`src/rtl/time_set_ctrl_pkg.sv`:
```
// Shared field codes, limits, FSM encoding and value helpers for the time-setting front end.
package time_set_ctrl_pkg;

   localparam logic [1:0] FIELD_SEC  = 2'b00;
   localparam logic [1:0] FIELD_MIN  = 2'b01;
   localparam logic [1:0] FIELD_HR   = 2'b10;
   localparam logic [1:0] FIELD_NONE = 2'b11;

   localparam logic [5:0] MAX_SEC_MIN = 6'd59;
   localparam logic [5:0] MAX_HR      = 6'd23;

   typedef enum logic [2:0] {
      ST_IDLE   = 3'd0,
      ST_EDIT_H = 3'd1,
      ST_EDIT_M = 3'd2,
      ST_EDIT_S = 3'd3,
      ST_COMMIT = 3'd4
   } state_t;

   function automatic logic [5:0] field_max(input logic [1:0] field);
      return (field == FIELD_HR) ? MAX_HR : MAX_SEC_MIN;
   endfunction

   // One step up or down with wrap-around inside 0..max.
   function automatic logic [5:0] step_value(input logic [5:0] v, input logic [5:0] max, input logic up);
      if (up)
         return (v >= max) ? 6'd0 : v + 6'd1;
      else
         return (v == 6'd0 || v > max) ? max : v - 6'd1;
   endfunction

   // An out-of-range counter snapshot must never leak into the edit register.
   function automatic logic [5:0] clamp_value(input logic [5:0] v, input logic [5:0] max);
      return (v > max) ? 6'd0 : v;
   endfunction

endpackage

```
`src/rtl/time_set_ctrl_btn_debounce.sv`:
```
// Per-button 2-FF synchronizer, stability counter and rising-edge press pulse.
module btn_debounce #(
   parameter int DEBOUNCE_CYCLES = 1000000,
   parameter int DB_CNT_W        = 20
) (
   input  logic clk,
   input  logic reset,
   input  logic i_btn,
   output logic o_pulse
);

   logic                r_sync1;
   logic                r_sync2;
   logic                r_stable;
   logic [DB_CNT_W-1:0] r_cnt;
   logic                r_pulse;

   always_ff @(posedge clk or negedge reset) begin
      if (!reset) begin
         r_sync1  <= 1'b0;
         r_sync2  <= 1'b0;
         r_stable <= 1'b0;
         r_cnt    <= '0;
         r_pulse  <= 1'b0;
      end else begin
         r_sync1 <= i_btn;
         r_sync2 <= r_sync1;
         r_pulse <= 1'b0;
         // Any return to the accepted level restarts the stability window.
         if (r_sync2 == r_stable) begin
            r_cnt <= '0;
         end else if (r_cnt == DB_CNT_W'(DEBOUNCE_CYCLES - 1)) begin
            r_cnt    <= '0;
            r_stable <= r_sync2;
            r_pulse  <= r_sync2;
         end else begin
            r_cnt <= r_cnt + 1'b1;
         end
      end
   end

   assign o_pulse = r_pulse;

endmodule

```
`src/rtl/time_set_ctrl.sv`:
```
// Debounced button front end with an hours/minutes/seconds edit FSM driving the counter write port.
module time_set_ctrl
   import time_set_ctrl_pkg::*;
#(
   parameter int DEBOUNCE_CYCLES = 1000000,
   parameter int DB_CNT_W        = 20
) (
   input  logic       clk,
   input  logic       reset,
   input  logic       btn_set,
   input  logic       btn_cancel,
   input  logic       btn_up,
   input  logic       btn_down,
   input  logic [5:0] q_seconds,
   input  logic [5:0] q_minutes,
   input  logic [4:0] q_hours,
   output logic       load,
   output logic [1:0] addrs,
   output logic [5:0] data_in,
   output logic       editing,
   output logic [1:0] edit_field
);

   localparam int BTN_SET    = 0;
   localparam int BTN_CANCEL = 1;
   localparam int BTN_UP     = 2;
   localparam int BTN_DOWN   = 3;

   logic [3:0] w_raw;
   logic [3:0] w_pulse;
   logic       w_set;
   logic       w_cancel;
   logic       w_up;
   logic       w_down;

   assign w_raw = {btn_down, btn_up, btn_cancel, btn_set};

   generate
      for (genvar gi = 0; gi < 4; gi++) begin : g_db
         btn_debounce #(
            .DEBOUNCE_CYCLES (DEBOUNCE_CYCLES),
            .DB_CNT_W        (DB_CNT_W)
         ) u_db (
            .clk     (clk),
            .reset   (reset),
            .i_btn   (w_raw[gi]),
            .o_pulse (w_pulse[gi])
         );
      end
   endgenerate

   assign w_set    = w_pulse[BTN_SET];
   assign w_cancel = w_pulse[BTN_CANCEL];
   assign w_up     = w_pulse[BTN_UP];
   assign w_down   = w_pulse[BTN_DOWN];

   state_t     r_state;
   logic [5:0] r_value;
   logic       r_load;
   logic [1:0] r_addrs;
   logic [5:0] r_data_in;
   logic       r_editing;
   logic [1:0] r_edit_field;

   always_ff @(posedge clk or negedge reset) begin
      if (!reset) begin
         r_state      <= ST_IDLE;
         r_value      <= '0;
         r_load       <= 1'b0;
         r_addrs      <= FIELD_NONE;
         r_data_in    <= '0;
         r_editing    <= 1'b0;
         r_edit_field <= FIELD_NONE;
      end else begin
         r_load <= 1'b0;
         case (r_state)
            ST_IDLE: begin
               if (w_set) begin
                  r_state      <= ST_EDIT_H;
                  r_editing    <= 1'b1;
                  r_edit_field <= FIELD_HR;
                  r_value      <= clamp_value({1'b0, q_hours}, MAX_HR);
               end
            end
            ST_EDIT_H, ST_EDIT_M, ST_EDIT_S: begin
               if (w_cancel) begin
                  r_state      <= ST_IDLE;
                  r_editing    <= 1'b0;
                  r_edit_field <= FIELD_NONE;
                  r_addrs      <= FIELD_NONE;
               end else if (w_set) begin
                  r_state   <= ST_COMMIT;
                  r_load    <= 1'b1;
                  r_addrs   <= r_edit_field;
                  r_data_in <= r_value;
               end else if (w_up ^ w_down) begin
                  r_value <= step_value(r_value, field_max(r_edit_field), w_up);
               end
            end
            ST_COMMIT: begin
               // The next field snapshots the live counter only now, on entry.
               case (r_edit_field)
                  FIELD_HR: begin
                     r_state      <= ST_EDIT_M;
                     r_edit_field <= FIELD_MIN;
                     r_value      <= clamp_value(q_minutes, MAX_SEC_MIN);
                  end
                  FIELD_MIN: begin
                     r_state      <= ST_EDIT_S;
                     r_edit_field <= FIELD_SEC;
                     r_value      <= clamp_value(q_seconds, MAX_SEC_MIN);
                  end
                  default: begin
                     r_state      <= ST_IDLE;
                     r_editing    <= 1'b0;
                     r_edit_field <= FIELD_NONE;
                     r_addrs      <= FIELD_NONE;
                  end
               endcase
            end
            default: begin
               r_state      <= ST_IDLE;
               r_editing    <= 1'b0;
               r_edit_field <= FIELD_NONE;
               r_addrs      <= FIELD_NONE;
            end
         endcase
      end
   end

   assign load       = r_load;
   assign addrs      = r_addrs;
   assign data_in    = r_data_in;
   assign editing    = r_editing;
   assign edit_field = r_edit_field;

endmodule

```
`config.mk`:
```
export PLATFORM = sky130hd
export DESIGN_NAME = time_set_ctrl
export DESIGN_NICKNAME = d
export VERILOG_FILES = /design/src/rtl/time_set_ctrl_pkg.sv /design/src/rtl/time_set_ctrl_btn_debounce.sv /design/src/rtl/time_set_ctrl.sv
export SDC_FILE = /design/constraint.sdc
export NUM_CORES = 1
export LEC_CHECK = 0
export CORE_ASPECT_RATIO = 1.75
export CORE_UTILIZATION = 53
export CTS_CLUSTER_DIAMETER = 120
export DETAILED_ROUTE_END_ITERATION = 10
export GPL_ROUTABILITY_DRIVEN = 0
export PLACE_DENSITY_LB_ADDON = 0.05
export SLEW_MARGIN = 10
export SYNTH_ARGS = -nofsm -noshare
export SYNTH_HDL_FRONTEND = slang
export SYNTH_SLANG_ARGS = --single-unit
```
`constraint.sdc`:
```
create_clock -name clk -period 6.5 [get_ports clk]
set_input_delay 0.975 -clock clk [delete_from_list [all_inputs] [get_ports clk]]
set_output_delay 0.975 -clock clk [all_outputs]
set_load 0.05 [all_outputs]
```
==> metrics.txt <==
cell count of the worst reg-to-reg path=9; sequence of cells on the critical path=clkdlybuf4s50_1; fillcell total=around 900; critical path arrival=approximately 1.8 ns; leakage power=2.91 nW; Post-Route Setup TNS=0 ns; Yosys cell types=64; Reg area=between 0.002 and 0.003 sq mm; Post-synth EDFFs=0; DIE WIDTH=a little over 80 microns; max-capacitance violation count=0; Starting Density=a little over half; WP buf/inv=1; total track usage=22.8%; Initial DRC Count=about 150; Min Hold Slack=0.356 ns; Yosys top cell by area=dfrtp_1; Tmin final=between 2 and 3 ns; Clock Tree Buf Depth=2; Final setup viols=0; Hold Path Depth=0; Critical Path Start Type=flop; Highest Clock Rate=359 MHz; CP Data Required Time=between 5 and 6 ns; synthesis-to-finish area growth=17.5%; Mapped Cells=between 500 and 600; count leader, synth=nor2_1; Synth Area in Compound Gates=7.15%; Area contributors post-synth=dfrtp_1 48%, nor2_1 7.5%, xor2_1 6.4%; CP Class=flop to output port; post-synthesis xor/xnor area fraction=12.2%; fin crit share=between 40% and 50%; Worst Skew=approximately 0.0073 ns; HPWL Detailed=between 8 and 9 mm; Mapped Nets=roughly 630; unrepaired setup endpoints after global routing=false; port bufs=34; Slowest-stage cell, CP=clkdlybuf4s50_1; post-synthesis mux area share=under 10%; flops & latches, synth=~120; Largest stage delay, worst path=0.83 ns; Tightest Hold Check Type=flop to flop; Mapped Area=between 0.005 and 0.006 sq mm; total wire length=between 10 and 15 mm; first-pass GRT wire length=between 20 and 25 mm; PostCTS Resize Cnt=0; layout cells sized above 1=about a tenth; area taken by multi-input logic gates=roughly 0.0028 sq mm; I/O pin cnt=35; relative slew slack=around 50%; Worst-Margin Slew=0.768 ns; delay-heaviest family, CP=buffers and inverters; core area=between 0.01 and 0.015 sq mm; Slew Viols, Final=0; Pre-Repair DR Iteration Count=4; vias per std cell=between 5 and 6; nets@finish=about 660; Ant. Diodes=0; final core utilization=approximately 64%; Post-synth top cells=118 x nor2_1, 113 x dfrtp_1, 43 x xor2_1; CTS tree=built; Die ar.=0.0115 sq mm; Clk Latency, worst-skew pair=0.41 ns; largest net degree at the start of global routing=64; DR vias=4,338; DRT antenna net count=0; die height=around 140 microns; combinational family with the most area after synthesis=simple AND/OR/NAND/NOR gates; Avg Inst Size Synth=slightly below 10 sq um; # Post-CTS Setup Buffers=0; synth warn=0; Worst-path clk slew=roughly 0.050 ns; CTS HTree Levels=4; vias in the first global route=approximately 4,500; Final Hold Viols=0; CTS Root Cell=clkbuf_16; crit-path max FO=5; setup slack after layout=3.72 ns; simple-gate share of the synthesized area=23.3%; sequential fraction of the synthesis area=around 50%; DRC=0; asr flop ratio synth=100%; drt wl/cell=about 15 microns; Yosys top cell area share=roughly 48%; FP Rows=50; clock sink count=around 120; Num CTS Buffers=17; post-layout power=around 0.0018 W; power per cell area=between 200 and 300 mW/mm^2; WP depth=1; grt ovf=0; CP Capture Type=output port; post-synthesis adder-cell area fraction=around 2.3%; Main synth FF type=dfrtp_1; initial antenna violation count=0; status=complete, no violations; worst vdd ir=about 200 uV; pre-CTS WS=~3.8 ns; Post-CTS Hold Buffers=0
-- kinds of logic after synthesis --
family,Yosys count
fa+ha+maj,11
buf+inv,37
mux,12
flops,117
compound gates,55
simple gates,280
xor+xnor,82
-- layout make-up --
class	instances	share of cell area (%)
Sequential cell	117	42.5
Multi-Input combinational cell	440	40.2
Clock buffer	18	6.36
Timing Repair Buffer	35	5.00
Clock inverter	14	2.54
Tap cell	130	2.36
Inverter	19	1.03
-- per-layer routing --
layer	part of all wire, %	wire [microns]	track usage (%)	vias up
met5	0	0	0	-
met4	2.4	280	10.6	0
met3	3.2	371	5.72	22
met2	55	6440	41.8	73
met1	39	4530	23.5	2134
li1	-	-	-	2109
-- flip-flops by register name, summed over array words and instances, names as in the netlist, 2 cells and up --
signal and cells:
g_db.u_db.r_sync1 4, g_db.u_db.o_pulse 4, g_db.u_db.r_stable 4, g_db.u_db.r_sync2 4, data_in 6, r_value 6
r_state 3, addrs 2, g_db.u_db.r_cnt 80, edit_field 2
-- cell usage in the layout, fill, tap and decap left out, types with 11 or more instances in the layout --
master,count
and3_1,11
clkbuf_16,17
clkdlybuf4s50_1,33
dfrtp_1,113
ha_1,11
inv_1,19
mux2_2,11
nand2_1,39
nand3_1,39
nand4_1,12
nor2_1,118
nor3_1,13
xnor2_1,39
xor2_1,43
-- worst paths after layout --
check,start,to,slack (ns)
setup / recovery,edit_field[1]$_DFFE_PN1P_,edit_field[1],3.72
hold / removal,g_db[0].u_db.r_sync1$_DFF_PN0_,g_db[0].u_db.r_sync2$_DFF_PN0_,0.36
setup reg to reg,edit_field[1]$_DFFE_PN1P_,r_value[1]$_DFFE_PN0P_,3.81
hold reg to reg,g_db[0].u_db.r_sync1$_DFF_PN0_,g_db[0].u_db.r_sync2$_DFF_PN0_,0.36
max in group asynchronous,reset,g_db[1].u_db.r_cnt[15]$_DFF_PN0_,4.67
min in group asynchronous,reset,g_db[2].u_db.r_cnt[16]$_DFF_PN0_,0.63
-- stage by stage --
stage,instances,instance area [sq um]
global route,773,6910
global placement,741,6290
finish,773,6910
detailed placement,741,6290
floorplan,594,5880
CTS,773,6910
-- where the power goes --
| part | total, W | internal [W] | switching, W | leakage [nW] |
|---|---|---|---|---|
| Combinational | 0.0000638 | 0.0000263 | 0.0000375 | 1.06 |
| Sequential | 0.000749 | 0.000738 | 0.0000101 | 1.57 |
| Clock | 0.000958 | 0.000615 | 0.000343 | 0.282 |
-- worst reg2reg max path: stages, from the launching register on --
cell and delay (ns):
dfstp_2 0.57, ha_1 0.26, inv_1 0.06, ha_1 0.19, and4bb_1 0.22, o31ai_4 0.31
a21boi_4 0.14, or4b_1 0.47, a311oi_1 0.27, a21oi_1 0.07
Note: power is estimated with default switching activity, not from simulation.
